<file path="src/rtl/ex_stage_mc_pkg.sv">
// Shared encodings for the execute stage: ALU, multiply/divide, branch and operand-select codes.
package ex_stage_mc_pkg;

    localparam logic [3:0] ALU_ADD    = 4'd0;
    localparam logic [3:0] ALU_SUB    = 4'd1;
    localparam logic [3:0] ALU_AND    = 4'd2;
    localparam logic [3:0] ALU_OR     = 4'd3;
    localparam logic [3:0] ALU_XOR    = 4'd4;
    localparam logic [3:0] ALU_SLL    = 4'd5;
    localparam logic [3:0] ALU_SRL    = 4'd6;
    localparam logic [3:0] ALU_SRA    = 4'd7;
    localparam logic [3:0] ALU_SLT    = 4'd8;
    localparam logic [3:0] ALU_SLTU   = 4'd9;
    localparam logic [3:0] ALU_PASS_B = 4'd10;

    localparam logic [2:0] MD_NONE  = 3'd0;
    localparam logic [2:0] MD_MUL   = 3'd1;
    localparam logic [2:0] MD_MULHU = 3'd2;
    localparam logic [2:0] MD_DIV   = 3'd3;
    localparam logic [2:0] MD_DIVU  = 3'd4;
    localparam logic [2:0] MD_REM   = 3'd5;
    localparam logic [2:0] MD_REMU  = 3'd6;

    localparam logic [2:0] BR_NONE = 3'd0;
    localparam logic [2:0] BR_EQ   = 3'd1;
    localparam logic [2:0] BR_NE   = 3'd2;
    localparam logic [2:0] BR_LT   = 3'd3;
    localparam logic [2:0] BR_GE   = 3'd4;
    localparam logic [2:0] BR_LTU  = 3'd5;
    localparam logic [2:0] BR_GEU  = 3'd6;

    localparam logic B_SEL_RD2 = 1'b0;
    localparam logic B_SEL_EXT = 1'b1;

    typedef enum logic {
        IDLE = 1'b0,
        BUSY = 1'b1
    } div_state_t;

    function automatic logic is_div_op(input logic [2:0] op);
        return (op == MD_DIV) || (op == MD_DIVU) || (op == MD_REM) || (op == MD_REMU);
    endfunction

    function automatic logic is_signed_div(input logic [2:0] op);
        return (op == MD_DIV) || (op == MD_REM);
    endfunction

    function automatic logic is_rem_op(input logic [2:0] op);
        return (op == MD_REM) || (op == MD_REMU);
    endfunction

endpackage

</file>
<file path="src/rtl/alu.sv">
// Combinational integer ALU shared across pipeline stages, width set by XLEN.
module alu
    import ex_stage_mc_pkg::*;
#(
    parameter int XLEN = 32
) (
    input  logic [3:0]      alu_op,
    input  logic [XLEN-1:0] a,
    input  logic [XLEN-1:0] b,
    output logic [XLEN-1:0] y
);

    localparam int SHW = $clog2(XLEN);

    // Select the arithmetic, logic, shift or compare result for alu_op.
    always_comb begin
        y = '0;
        case (alu_op)
            ALU_ADD:    y = a + b;
            ALU_SUB:    y = a - b;
            ALU_AND:    y = a & b;
            ALU_OR:     y = a | b;
            ALU_XOR:    y = a ^ b;
            ALU_SLL:    y = a << b[SHW-1:0];
            ALU_SRL:    y = a >> b[SHW-1:0];
            ALU_SRA:    y = $unsigned($signed(a) >>> b[SHW-1:0]);
            ALU_SLT:    y = {{(XLEN-1){1'b0}}, ($signed(a) < $signed(b))};
            ALU_SLTU:   y = {{(XLEN-1){1'b0}}, (a < b)};
            ALU_PASS_B: y = b;
            default:    y = '0;
        endcase
    end

endmodule

</file>
<file path="src/rtl/ex_stage_mc_div_iter.sv">
// Iterative restoring divider on operand magnitudes, DIV_UNROLL quotient bits per cycle.
// done is high during the final iteration; quo/rem then carry the sign-corrected result.
module ex_stage_mc_div_iter #(
    parameter int XLEN       = 32,
    parameter int DIV_UNROLL = 1
) (
    input  logic            clk,
    input  logic            rst_n,
    input  logic            start,
    input  logic            abort,
    input  logic [XLEN-1:0] a,
    input  logic [XLEN-1:0] b,
    input  logic            signed_op,
    output logic            busy,
    output logic            done,
    output logic [XLEN-1:0] quo,
    output logic [XLEN-1:0] rem
);

    localparam int STEPS = XLEN / DIV_UNROLL;
    localparam int CW    = $clog2(STEPS + 1);

    logic [CW-1:0]   count;
    logic [XLEN-1:0] acc_q;
    logic [XLEN-1:0] acc_r;
    logic [XLEN-1:0] div_b;
    logic            neg_q;
    logic            neg_r;
    logic [XLEN-1:0] a_mag;
    logic [XLEN-1:0] b_mag;
    logic [XLEN-1:0] q_step;
    logic [XLEN-1:0] r_step;
    logic [XLEN:0]   shifted;
    logic [XLEN:0]   trial;

    assign a_mag = (signed_op && a[XLEN-1]) ? -a : a;
    assign b_mag = (signed_op && b[XLEN-1]) ? -b : b;

    // Perform DIV_UNROLL shift-subtract-restore steps on the current partial remainder.
    always_comb begin
        q_step  = acc_q;
        r_step  = acc_r;
        shifted = '0;
        trial   = '0;
        for (int i = 0; i < DIV_UNROLL; i++) begin
            shifted = {r_step, q_step[XLEN-1]};
            trial   = shifted - {1'b0, div_b};
            q_step  = {q_step[XLEN-2:0], ~trial[XLEN]};
            r_step  = trial[XLEN] ? shifted[XLEN-1:0] : trial[XLEN-1:0];
        end
    end

    assign done = busy && (count == CW'(1));
    assign quo  = neg_q ? -q_step : q_step;
    assign rem  = neg_r ? -r_step : r_step;

    // Load magnitudes and signs on start, iterate while busy, drop everything on abort.
    always_ff @(posedge clk) begin
        if (!rst_n) begin
            busy  <= 1'b0;
            count <= '0;
            acc_q <= '0;
            acc_r <= '0;
            div_b <= '0;
            neg_q <= 1'b0;
            neg_r <= 1'b0;
        end else if (abort) begin
            busy  <= 1'b0;
            count <= '0;
        end else if (start) begin
            busy  <= 1'b1;
            count <= CW'(STEPS);
            acc_q <= a_mag;
            acc_r <= '0;
            div_b <= b_mag;
            neg_q <= signed_op && (a[XLEN-1] ^ b[XLEN-1]);
            neg_r <= signed_op && a[XLEN-1];
        end else if (busy) begin
            acc_q <= q_step;
            acc_r <= r_step;
            count <= count - CW'(1);
            if (count == CW'(1)) begin
                busy <= 1'b0;
            end
        end
    end

endmodule

</file>
<file path="src/rtl/ex_stage_mc.sv">
// Execute stage: single-cycle ALU, registered multiply, iterative divide and branch compare,
// with valid/ready on both sides so a running divide stalls the pipe.
module ex_stage_mc
    import ex_stage_mc_pkg::*;
#(
    parameter int XLEN       = 32,
    parameter int DIV_UNROLL = 1
) (
    input  logic            clk,
    input  logic            rst_n,
    input  logic            flush,
    input  logic            in_valid,
    output logic            in_ready,
    input  logic [3:0]      alu_op,
    input  logic [2:0]      md_op,
    input  logic            b_sel,
    input  logic [2:0]      br_op,
    input  logic [XLEN-1:0] A,
    input  logic [XLEN-1:0] rf_rD2,
    input  logic [XLEN-1:0] sext_ext,
    output logic            out_valid,
    input  logic            out_ready,
    output logic [XLEN-1:0] C,
    output logic            f
);

    localparam int              PW      = 2 * XLEN;
    localparam logic [XLEN-1:0] MIN_INT = {1'b1, {(XLEN-1){1'b0}}};

    div_state_t      state;
    div_state_t      state_next;
    logic [XLEN-1:0] b_op;
    logic [XLEN-1:0] alu_y;
    logic [XLEN-1:0] single_c;
    logic            single_f;
    logic [PW-1:0]   product;
    logic [XLEN:0]   dif;
    logic            br_f;
    logic            b_zero;
    logic            div_op;
    logic            div_special;
    logic            accept;
    logic            div_start;
    logic            div_busy;
    logic            div_done;
    logic [XLEN-1:0] div_quo;
    logic [XLEN-1:0] div_rem;
    logic            rem_sel;

    // Choose operand B from the register file or the sign-extended immediate.
    always_comb begin
        b_op = rf_rD2;
        case (b_sel)
            B_SEL_RD2: b_op = rf_rD2;
            B_SEL_EXT: b_op = sext_ext;
            default:   b_op = rf_rD2;
        endcase
    end

    alu #(.XLEN(XLEN)) u_alu (
        .alu_op (alu_op),
        .a      (A),
        .b      (b_op),
        .y      (alu_y)
    );

    assign product     = PW'(A) * PW'(b_op);
    assign dif         = {1'b0, A} - {1'b0, b_op};
    assign b_zero      = (b_op == '0);
    assign div_op      = is_div_op(md_op);
    assign div_special = div_op && (b_zero ||
                         (is_signed_div(md_op) && (A == MIN_INT) && (b_op == '1)));

    // Branch flag from the difference: zero test, sign with overflow fix-up, and borrow.
    always_comb begin
        br_f = 1'b0;
        case (br_op)
            BR_NONE: br_f = 1'b0;
            BR_EQ:   br_f = (dif[XLEN-1:0] == '0);
            BR_NE:   br_f = (dif[XLEN-1:0] != '0);
            BR_LT:   br_f = (A[XLEN-1] != b_op[XLEN-1]) ? A[XLEN-1] : dif[XLEN-1];
            BR_GE:   br_f = !((A[XLEN-1] != b_op[XLEN-1]) ? A[XLEN-1] : dif[XLEN-1]);
            BR_LTU:  br_f = dif[XLEN];
            BR_GEU:  br_f = !dif[XLEN];
            default: br_f = 1'b0;
        endcase
    end

    // Result for every op that completes in one cycle, including the divide special cases.
    always_comb begin
        single_c = alu_y;
        case (md_op)
            MD_MUL:          single_c = product[XLEN-1:0];
            MD_MULHU:        single_c = product[PW-1:XLEN];
            MD_DIV, MD_DIVU: single_c = b_zero ? '1 : A;
            MD_REM, MD_REMU: single_c = b_zero ? A : '0;
            default:         single_c = alu_y;
        endcase
        single_f = (md_op == MD_NONE) && br_f;
    end

    ex_stage_mc_div_iter #(
        .XLEN       (XLEN),
        .DIV_UNROLL (DIV_UNROLL)
    ) u_div_iter (
        .clk       (clk),
        .rst_n     (rst_n),
        .start     (div_start),
        .abort     (flush),
        .a         (A),
        .b         (b_op),
        .signed_op (is_signed_div(md_op)),
        .busy      (div_busy),
        .done      (div_done),
        .quo       (div_quo),
        .rem       (div_rem)
    );

    // Divider state register.
    always_ff @(posedge clk) begin
        if (!rst_n) begin
            state <= IDLE;
        end else begin
            state <= state_next;
        end
    end

    // Handshake and next state: only IDLE with a free output slot and no flush accepts.
    always_comb begin
        state_next = state;
        in_ready   = rst_n && (state == IDLE) && !div_busy && (!out_valid || out_ready) && !flush;
        accept     = in_valid && in_ready;
        div_start  = accept && div_op && !div_special;
        case (state)
            IDLE:    if (div_start) state_next = BUSY;
            BUSY:    if (flush || div_done) state_next = IDLE;
            default: state_next = IDLE;
        endcase
    end

    // Output register: flush kills, accepts load or start a divide, divider completion loads, pops clear.
    always_ff @(posedge clk) begin
        if (!rst_n) begin
            out_valid <= 1'b0;
            C         <= '0;
            f         <= 1'b0;
            rem_sel   <= 1'b0;
        end else if (flush) begin
            out_valid <= 1'b0;
        end else if (accept) begin
            if (div_start) begin
                out_valid <= 1'b0;
                rem_sel   <= is_rem_op(md_op);
            end else begin
                out_valid <= 1'b1;
                C         <= single_c;
                f         <= single_f;
            end
        end else if (div_done) begin
            out_valid <= 1'b1;
            C         <= rem_sel ? div_rem : div_quo;
            f         <= 1'b0;
        end else if (out_valid && out_ready) begin
            out_valid <= 1'b0;
        end
    end

endmodule

</file>
<file path="config.mk">
export PLATFORM = sky130hd
export DESIGN_NAME = ex_stage_mc
export DESIGN_NICKNAME = d
export VERILOG_FILES = /design/src/rtl/ex_stage_mc_pkg.sv /design/src/rtl/alu.sv /design/src/rtl/ex_stage_mc_div_iter.sv /design/src/rtl/ex_stage_mc.sv
export SDC_FILE = /design/constraint.sdc
export NUM_CORES = 2
export LEC_CHECK = 0
export CORE_MARGIN = 5
export CORE_UTILIZATION = 50
export CTS_CLUSTER_DIAMETER = 120
export CTS_CLUSTER_SIZE = 14
export DETAILED_ROUTE_END_ITERATION = 16
export PLACE_DENSITY_LB_ADDON = 0.15
export SYNTH_ARGS = -nofsm -noshare
export SYNTH_HDL_FRONTEND = slang
export SYNTH_SLANG_ARGS = --single-unit
</file>
<file path="constraint.sdc">
create_clock -name clk -period 16.8 [get_ports clk]
set_input_delay 5.04 -clock clk [delete_from_list [all_inputs] [get_ports clk]]
set_output_delay 5.04 -clock clk [all_outputs]
set_load 0.1 [all_outputs]
</file>
==> results_dict.tcl <==
set metrics [dict create \
    worstMarginPinSlew_ps 1476 \
    drive_above_1_share_pct 4.911 \
    finalNetCount 8058 \
    yosysMostFrequentCell "inv_1" \
    dieHeight_um 335.9 \
    route.final.wire_length_mm 255.3 \
    initial_core_util_pct 50.38 \
    grt_pass1_vias 52122 \
    ys_seq_area_share_pct 5.315 \
    hold_path_class "register to register" \
    postCtsHoldBufs 0 \
    via_count 52255 \
    clk_latency_ps 450 \
    setup_viol 0 \
    wire_per_inst_um 31.63 \
    io_buffer_count 146 \
    grt_usage_pct 44.57 \
    max-slew-margin-rel_pct 1.609 \
    post_drt_via_cell_ratio 6.474 \
    grt-ovfl-total 0 \
    pin_count 147 \
    maxCapViolCount 0 \
    synth_cell_types 100 \
    ys_seq_elements 141 \
    setup-tns-final_ps 0 \
    synth_top_cell_area_share_pct 33.92 \
    crit_slowest_cell "a31oi_1" \
    detailedRoute.firstPassIterationCount 8 \
    synth-async-reset-ratio_pct 0 \
    cts_tree "built" \
    post_cts_buffers 0 \
    clkSinkCount 141 \
    avgSynthCellArea_um2 7.865 \
    ys_dominant_reg_cell "dfxtp_1" \
    synth-edff-count 0 \
    fin_crit_sh_pct 92.12 \
    core-area_um2 105400 \
    htree_levels 4 \
    grt_pass1_wl_mm 365.5 \
    cpMostUsedCell "fa_1" \
    critPathCaptureType "register" \
    status "finished clean" \
    cp_slowest_stage_delay_ps 750 \
    crit_type "primary input to register" \
    maxSlewViolCount 0 \
    areaGrowthSynthToFinish_pct 7.013 \
    hold_viol_final 0 \
    clockBufferDepth 2 \
    cts-buffers-inserted 17 \
    cts_resized 0 \
    skew_ps 16.65 \
    nFillCells 10194 \
    fp-row-count 119 \
    multi_input_area_um2 44980 \
    synth_top_cells_by_count "inv_1 (994), nor2_1 (924), fa_1 (900), nand2_1 (723), ha_1 (399)" \
    r2r_start "u_div_iter.acc_q[31]" \
    drt-initial-drc-count 6605 \
    postRouteAntennaNets 0 \
    cp_num_buf_inv 8 \
    cts.reportedPaths.clkPinSlew_ps 70 \
    place.gp.congestion 1.147 \
    ctsRootBufferMaster "clkbuf_16" \
    fmax_ghz 0.06461 \
    grt_start_max_net_pins 80 \
    synth_top_area_cell "fa_1" \
    worst_ep_required_time_ps 17190 \
    critPathMaxFanout 48 \
    syn_area_um2 53110 \
    drc 0 \
    post-dp-hpwl_mm 198.5 \
    synth_nets 8164 \
    synth_cells 6753 \
    dieArea_um2 112800 \
    hp-start "C[6]" \
    ys_warn_count 0 \
    chipWidth_um 335.9 \
    stdcell_area_um2 56830 \
    crit_family "adder cells" \
    synth_top_cells_by_area "fa_1 (34%), ha_1 (9.4%), inv_1 (7.0%)" \
    critPathLaunch "b_sel" \
    period_minus_slack_ps 15480 \
    regArea_um2 2824 \
    place_area_um2 56220 \
    worst-endpoint-arrival_ps 15860 \
    antenna_found_initial 22 \
    rsz0062_at_grt "false" \
    worstSetupStartpointType "primary input" \
]
[tightest hold or removal path: cells and delay by family, from the launching register on]
family,cells,cell delay [ps]
flip-flops,1,320
AND/OR/NAND/NOR,2,100
[cells by family after synthesis]
family                     synth area share, %
AOI/OAI and AO/OA                        15.87
xor gates and xnor gates                 3.826
and+or+nand+nor                          17.34
buffers and inverters                    10.62
adders and majority gates                43.32
DFF                                      5.315
muxes                                    3.711
[cell type report]
type	count	area share (%)
Clock buffer	17	0.7485
Sequential cell	141	4.969
Inverter	1027	6.787
Tap cell	1391	3.062
Multi-Input combinational cell	5134	79.13
Antenna cell	21	0.09246
Clock inverter	14	0.2444
Timing Repair Buffer	326	4.962
[metrics by stage]
stage	hold WS, ps	setup slack, ps	util (%)	instances
after global placement	444.9	1302	53.33	8019
after global routing	490.8	828.1	53.86	8050
after CTS	463.5	1528	53.86	8050
after detailed placement	449.7	1101	53.33	8019
after floorplan	466.8	2040	-	6753
final	464.8	1323	53.91	8071
[layer usage]
metal  share of wire [%]  vias to the layer above  global-route usage [%]
met1                  38                    25944                   57.89
met3                  13                      898                   15.20
li1                    -                    21711                       -
met2                  40                     3694                   62.96
met5               0.024                        -                       0
met4                 8.5                        8                   29.86
[flip-flops by register name, summed over array words and instances (netlist names), 6 cells and up]
signal            flops
C                    32
u_div_iter.acc_r     32
u_div_iter.count      6
u_div_iter.div_b     32
u_div_iter.acc_q     32
[layout by cell type (no fill, tap or decap), types with 24 or more instances in the layout]
cell,n
nor2b_1,88
nand2b_1,31
a22oi_1,26
o211ai_1,46
buf_4,179
nor2_1,924
a21oi_1,344
and2_1,38
o21ai_0,274
a31oi_1,44
ha_1,399
xnor2_1,170
xor2_1,62
nand3_1,81
nand4_1,46
nor4_1,27
nand2_1,723
nor3_1,68
o22ai_1,25
or3_1,24
o31ai_1,45
fa_1,900
dfxtp_1,140
clkdlybuf4s50_1,142
a211oi_1,77
a221oi_1,55
a21o_1,62
mux2i_1,128
o21bai_1,41
inv_1,993
[final timing paths]
kind                              end  slack, ps  depth (start not counted)
worst max-delay path            C[25]       1320                         32
worst min-delay path             C[6]        460                          2
worst max register to register  C[16]      10580                         21
worst min register to register   C[6]        460                          2
Power is not shown: default switching activity piles up to over one toggle a cycle in this logic, so the estimate is an artifact.
